===== src/rtl/char_pwm_gen.sv =====
// Character-pattern PWM driver for the pixel ASIC inputs and board LEDs.
// A prescaled tick steps a 16-step PWM frame; character changes take effect only at frame wrap.
module char_pwm_gen #(
    parameter int unsigned C_S_AXI_ACLK_FREQ_HZ = 100000000,
    parameter int unsigned FAST_DIV             = 1000,
    parameter int unsigned DUTY                 = 8
) (
    input  logic        S_AXI_ACLK,
    input  logic        Local_Reset,
    input  logic [1:0]  char_select,
    input  logic [15:0] direct_ctrl,
    input  logic [31:0] debug,
    input  logic [1:0]  network_output,
    output logic [15:0] digit_out,
    output logic [3:0]  led_out,
    output logic        frame_start
);
    localparam int unsigned MAX_DIV = (C_S_AXI_ACLK_FREQ_HZ > FAST_DIV) ? C_S_AXI_ACLK_FREQ_HZ : FAST_DIV;
    localparam int unsigned PRE_W   = (MAX_DIV > 2) ? $clog2(MAX_DIV) : 1;

    localparam logic [PRE_W-1:0] SLOW_LAST = PRE_W'(C_S_AXI_ACLK_FREQ_HZ - 1);
    localparam logic [PRE_W-1:0] FAST_LAST = PRE_W'(FAST_DIV - 1);
    localparam logic [4:0]       DUTY_W    = 5'(DUTY);

    localparam logic [0:0] S_IDLE = 1'b0;
    localparam logic [0:0] S_RUN  = 1'b1;

    logic [0:0]       state_q, state_d;
    logic [PRE_W-1:0] pre_q, pre_d;
    logic [3:0]       pwm_q, pwm_d;
    logic [1:0]       char_q, char_d;
    logic             rate_q;
    logic [15:0]      digit_q, digit_d;
    logic [3:0]       led_q, led_d;
    logic             frame_q, frame_d;

    logic             rate_chg;
    logic             tick;
    logic             pwm_on;
    logic [PRE_W-1:0] pre_last;
    logic [15:0]      pattern;
    logic             unused_debug;

    assign unused_debug = ^debug[31:5];

    assign rate_chg = (debug[3] != rate_q);
    assign pre_last = debug[3] ? SLOW_LAST : FAST_LAST;
    // A rate change suppresses the tick so the clear always wins over a wrap.
    assign tick     = (state_q == S_RUN) && !rate_chg && (pre_q == pre_last);
    assign pwm_on   = ({1'b0, pwm_q} < DUTY_W);

    always_comb begin
        pattern = 16'h9669;
        case (char_q)
            2'd1:    pattern = 16'hF99F;
            2'd2:    pattern = 16'h6FF6;
            2'd3:    pattern = 16'h8421;
            default: pattern = 16'h9669;
        endcase
    end

    always_comb begin
        state_d = state_q;
        pre_d   = pre_q;
        pwm_d   = pwm_q;
        char_d  = char_q;
        frame_d = 1'b0;
        digit_d = 16'h0000;
        led_d   = 4'h0;

        case (state_q)
            S_IDLE: begin
                pre_d = '0;
                pwm_d = '0;
                if (debug[4]) begin
                    state_d = S_RUN;
                    char_d  = char_select;
                end
            end
            default: begin
                if (!debug[4]) begin
                    state_d = S_IDLE;
                end
                if (rate_chg) begin
                    pre_d = '0;
                    pwm_d = '0;
                end else if (tick) begin
                    pre_d = '0;
                    pwm_d = pwm_q + 4'd1;
                    if (pwm_q == 4'hF) begin
                        frame_d = 1'b1;
                        char_d  = char_select;
                    end
                end else begin
                    pre_d = pre_q + PRE_W'(1);
                end
            end
        endcase

        if (debug[2]) begin
            digit_d = direct_ctrl;
        end else if (state_q == S_RUN) begin
            digit_d = pattern & {16{pwm_on}};
        end

        if (debug[1]) begin
            led_d = direct_ctrl[3:0];
        end else if (debug[0]) begin
            led_d = {pwm_on, (state_q == S_RUN), char_q};
        end else begin
            led_d = {2'b00, network_output};
        end
    end

    always_ff @(posedge S_AXI_ACLK or posedge Local_Reset) begin
        if (Local_Reset) begin
            state_q <= S_IDLE;
            pre_q   <= '0;
            pwm_q   <= '0;
            char_q  <= '0;
            rate_q  <= 1'b0;
            digit_q <= '0;
            led_q   <= '0;
            frame_q <= 1'b0;
        end else begin
            state_q <= state_d;
            pre_q   <= pre_d;
            pwm_q   <= pwm_d;
            char_q  <= char_d;
            rate_q  <= debug[3];
            digit_q <= digit_d;
            led_q   <= led_d;
            frame_q <= frame_d;
        end
    end

    assign digit_out   = digit_q;
    assign led_out     = led_q;
    assign frame_start = frame_q;
endmodule


===== config.mk =====
export PLATFORM = sky130hd
export DESIGN_NAME = char_pwm_gen
export DESIGN_NICKNAME = d
export VERILOG_FILES = /design/src/rtl/char_pwm_gen.sv
export SDC_FILE = /design/constraint.sdc
export NUM_CORES = 1
export LEC_CHECK = 0
export CELL_PAD_IN_SITES_DETAIL_PLACEMENT = 0
export CELL_PAD_IN_SITES_GLOBAL_PLACEMENT = 2
export CORE_MARGIN = 10
export CORE_UTILIZATION = 30
export DETAILED_ROUTE_END_ITERATION = 10
export DONT_BUFFER_PORTS = 1
export HOLD_SLACK_MARGIN = 0.03
export PLACE_DENSITY = 0.7
export SYNTH_ARGS = -nofsm -noshare
export SYNTH_HDL_FRONTEND = slang
export SYNTH_SLANG_ARGS = --single-unit

===== constraint.sdc =====
create_clock -name S_AXI_ACLK -period 2.4 [get_ports S_AXI_ACLK]
set_input_delay 0.24 -clock S_AXI_ACLK [delete_from_list [all_inputs] [get_ports S_AXI_ACLK]]
set_output_delay 0.24 -clock S_AXI_ACLK [all_outputs]
set_load 0.005 [all_outputs]

# --- After elaboration in Yosys (flattened, before gate mapping) ---
# Cells that the tools add are included.
op_classes:
  n_addsub: 2
  n_lt_le_gt_ge: 1
  n_eq_ne: 10
  mux: 22
  bitwise: 1
  n_reduce_logical: 5
ops:
  columns: ["cell", "n"]
  rows:
  - ["$mux W27", 4]
  - ["$pmux W16 S3", 1]
  - ["$mux W16", 2]
  - ["$add A27 B1 Y27 const B", 1]
  - ["$eq A27 B27 Y1", 1]
  - ["$mux W4", 5]
  - ["$and A16 B16 Y16", 1]
  - ["$mux W2", 5]
  - ["$mux W1", 5]
  - ["$add A4 B1 Y4 const B", 1]
  - ["$eq A2 B2 Y1 const B", 2]
  - ["$eq A4 B4 Y1 const B", 1]
  - ["$lt A4 B4 Y1 const B", 1]
  - ["$ne A2 B1 Y1 const B", 2]
  - ["$reduce_and A4 Y1", 1]
  - ["$ne A3 B1 Y1 const B", 1]
  - ["$eq A2 B1 Y1 const B", 1]
  - ["$logic_and A1 B1 Y1", 2]
  - ["$ne A2 B2 Y1 const B", 1]
  - ["$reduce_bool A2 Y1", 1]
  - ["$logic_not A1 Y1", 1]
  - ["$ne A1 B1 Y1", 1]
totals:
  ff_bits: 56
  in_bits: 54
  output_inout_bits: 21

# --- Logic depth before layout (Yosys ltp) ---
depth:
  word_depth: 7
  mapped_depth: 8

# --- Worst setup path before layout ---
# OpenSTA, ideal clock, no wires.
synth_path:
  path_type: "flip-flop to flip-flop"
  startpoint: "reg pre_q[9]"
  endpoint: "reg char_q[0]"
  setup_ns: 0.128
  arrival_time_ns: 2.129
  t_required_ns: 2.272
  path_slack_ns: 0.143
  stages_incl_launch_ff: 6
  path_buffers: 0
  synth_period_minus_slack_ns: 2.257
  cell_sequence: "dfrtp_1 -> or3b_1 -> or4_4 -> a2111oi_4 -> a21oi_2 -> mux2_1"
synth_between:
  elab_chain_len: 4
synth_lines:
  columns: ["element", "line_no", "source"]
  rows:
  - ["from (decl)", "29", "logic [PRE_W-1:0] pre_q, pre_d;"]
  - ["from (signal assigned)", "127", "pre_q <= pre_d;"]
  - ["$eq A27 B27 Y1", "49", "assign tick = (state_q == S_RUN) && !rate_chg && (pre_q == pre_last);"]
  - ["$logic_and A1 B1 Y1", "49", null]
  - ["$ne A2 B1 Y1 (no line)", null, null]
  - ["$reduce_and A4 Y1 (no line)", null, null]
  - ["to (signal assigned)", "129", "char_q <= char_d;"]
  - ["to (decl)", "31", "logic [1:0] char_q, char_d;"]
# Every way passes these cells.
# A chain may end at the register's enable or synchronous reset.

# --- Worst setup path after layout ---
# Ends and elaborated chain as after synthesis.

==> reports/qor.txt <==
worst hold path cell count = 1
Final Max Slew Viols = 0
Hold Path End = digit_out[11]$_DFF_PP0_
Critical Path, Cell by Cell = or3b_1 -> or4_4 -> a2111oi_4 -> a21oi_2 -> mux2_1
delay-heaviest family, CP = simple AND/OR/NAND/NOR gates
Post-Synthesis Mean Instance Area = 10.4 um^2
DR WL/cell = 16.5 um
crit end category = register
total track usage = 9.98%
CTS buffer count = 5
clk slew on worst S/H paths = 0.10 ns
PwrDens = 559 mW/mm^2
Mapped Area = 0.00265 mm^2
crit start category = register
die width = 114 um
critical path arrival = 2.50 ns
number of vias per cell = 4.82
Inst Count DP = 360
Synth Register Bits = 56
number of synthesis warnings = 0
reg-to-reg startpoint = pre_q[9]$_DFF_PP0_
H-tree levels = 2
Setup Viol. Count Final = 0
Clock Path Buffers = 2
Final Non-Filler Cells = 382
global-route wire length before repair = 10.5 mm
max cap viols = 0
status = complete, no violations
Setup CP Type = register to register
Worst R2R Path Depth = 5
syn nets = 315
Die Y = 114 um
IO Port Bufs = 0
post-route ant nets = 0
post-CTS sizing = 0
Fmax = 435 MHz
setup TNS = 0 ns
Static Leak = 1.30 nW
share of post-route cells with drive strength above 1 = 7.66%
slew at the pin closest to its max-slew limit = 0.745 ns
Final #Nets = 333
root buffer cell = clkbuf_8
Area Growth Syn to Fin = 14.6%
R2R Setup Slk = 0.10 ns
initial antenna violation count = 0
placement row count = 34
Req. time, crit path = 2.60 ns
design area = 0.00303 mm^2
Die ar. = 0.0130 mm^2
initial DRC count = 77
Final Hold Viols = 0
Bufs and invs on worst path = 0
crit-path max FO = 2
Slowest-stage cell, CP = or4_4
Antenna diodes = 0
Clk Latency, worst-skew pair = 0.31 ns
post-synth cell types = 36
pin count of the biggest net entering global routing = 35
vias in the first global route = 1,885
post-CTS setup buffers = 0
CTS tree = built
Worst Hold Class = input port to register
DR DRC count = 0
first-pass detailed-route iteration total = 4
dpl cell area = 0.00280 mm^2
Slew headroom = 50.2%
# IOs = 75
total gr overflow = 0
Worst R2R End = char_q[0]$_DFFE_PP0P_
Filler Cell Count = 884
DP Wirelength = 4.52 mm
post-route clock period utilization = 95.7%
vias = 1,842
Critical Path Max Stage Delay = 0.56 ns
core area = 0.00864 mm^2
synthesized instance count = 255
Design Power = 1.69 mW
CTS Sinks = 56
Routability Congestion = 0.753
unrepaired setup endpoints after global routing = false
Routed WL = 6.29 mm
Initial Util = 30.6%
minimum clock period = 2.30 ns
hold_sp = direct_ctrl[11]
Fin Clk Skew = 0.00485 ns
Max VDD drop = 0.186 mV
sequential share of the synthesized area = 53.0%
per-layer routing:
metal	global-route usage, %	vias to the layer above	routed length, um
met5	0	-	0
met4	3.26	0	92
met3	2.10	8	170
met2	16.2	19	3140
met1	12.9	906	2890
li1	-	909	-
kinds of logic after synthesis:
logic type      Yosys count  synth area share [%]
flops                    56                  53.0
xor+xnor                 28                  9.27
simple gates            117                  22.5
compound gates           25                  7.10
mux                       7                  2.74
buf+inv                  16                  2.55
fa+ha+maj                 6                  2.84
flip-flops by register name, indices dropped and copies added (netlist names):
signal and flops:
pwm_q 4, digit_out 16, led_out 4, frame_start 1, pre_q 27, char_q 2, state_q 1, rate_q 1
synth_stat cells (all sizes together):
cell / instances / area (um^2)
a2111oi: 1 / 27.5
or4: 2 / 18.8
clkbuf: 6 / 22.5
dfrtp: 56 / 1400
nor4bb: 1 / 10.0
inv: 6 / 22.5
xnor2: 17 / 149
or3b: 1 / 8.76
and2: 4 / 25.0
o21ai: 10 / 50.1
mux2i: 5 / 50.1
nand4: 14 / 87.6
or2: 3 / 18.8
nor4: 5 / 31.3
and4: 7 / 61.3
mux2: 2 / 22.5
nand4b: 1 / 8.76
nand2b: 1 / 6.26
a21oi: 2 / 13.8
nor2b: 1 / 6.26
a21o: 10 / 75.1
and3: 3 / 18.8
nand3: 8 / 40.0
xor2: 11 / 96.3
nand2: 21 / 78.8
nor2: 40 / 150
o41ai: 1 / 8.76
nor3: 5 / 25.0
a211oi: 1 / 12.5
ha: 6 / 75.1
buf: 4 / 22.5
metrics by stage:
stage / util, % / hold slack [ns] / setup slack [ns]
2_1_floorplan: - / 0.271 / 0.143
3_3_place_gp: 32.4 / 0.272 / 0.0982
3_5_place_dp: 32.4 / 0.272 / 0.0611
4_1_cts: 35.0 / 0.0301 / 0.0178
5_1_grt: 35.1 / 0.0324 / 0.0254
6_report: 35.1 / 0.0433 / 0.104
how the worst max path moves through the flow:
stage / start / endpoint / slack [ns] / depth (start not counted)
final: pre_q[9]$_DFF_PP0_ / char_q[0]$_DFFE_PP0P_ / 0.10 / 5
after global routing: pre_q[9]$_DFF_PP0_ / char_q[0]$_DFFE_PP0P_ / 0.03 / 5
after CTS: pre_q[9]$_DFF_PP0_ / char_q[0]$_DFFE_PP0P_ / 0.02 / 5
after detailed placement: pre_q[9]$_DFF_PP0_ / char_q[0]$_DFFE_PP0P_ / 0.06 / 5
after global placement: pre_q[9]$_DFF_PP0_ / char_q[1]$_DFFE_PP0P_ / 0.1 / 5
after floorplan: pre_q[9]$_DFF_PP0_ / char_q[0]$_DFFE_PP0P_ / 0.14 / 5
cell type report:
type	instances	area [um^2]	share of cell area, %
clock buffer	5	68.8	2.27
clock inverter	3	22.5	0.743
inverter	6	22.5	0.743
multi-input combinational	183	1180	38.8
sequential	56	1400	46.2
tap	108	135	4.46
timing repair buffer	21	205	6.77
cells in the final DEF, fill, tap and decap left out, types with 2 or more instances in the layout:
master	n
and2_1	4
xnor2_1	17
mux2i_1	5
ha_1	6
inv_1	5
xor2_1	11
nor3_1	5
mux2_1	2
nor2_1	40
a21o_1	10
nor4_1	5
dfrtp_1	56
buf_4	6
nand2_1	21
clkbuf_8	5
and3_1	3
and4_1	7
nand4_1	14
dlygate4sd3_1	14
nand3_1	8
o21ai_0	10
what timing repair did:
item | 4_1_cts | 5_1_grt
endpoints found under the setup margin | 0 | 2
hold buffers | 13 | 1
endpoints found under the hold margin | 46 | 1
worst register-to-register path, delay by kind of cell (launching register included):
kind,cells,cell delay [ns]
multiplexers,1,0.33
AO/OA/AOI/OAI,2,0.50
AND/OR/NAND/NOR,2,0.97
flip-flops,1,0.39
where the power goes:
| group | internal [mW] | switching, mW | leakage [nW] | total, mW |
|---|---|---|---|---|
| clock network | 0.210 | 0.328 | 0.0485 | 0.538 |
| logic | 0.0620 | 0.0749 | 0.515 | 0.137 |
| registers | 0.986 | 0.0328 | 0.740 | 1.02 |
| total | 1.26 | 0.436 | 1.30 | 1.69 |
No activity file was read; power rests on OpenSTA's default activity.
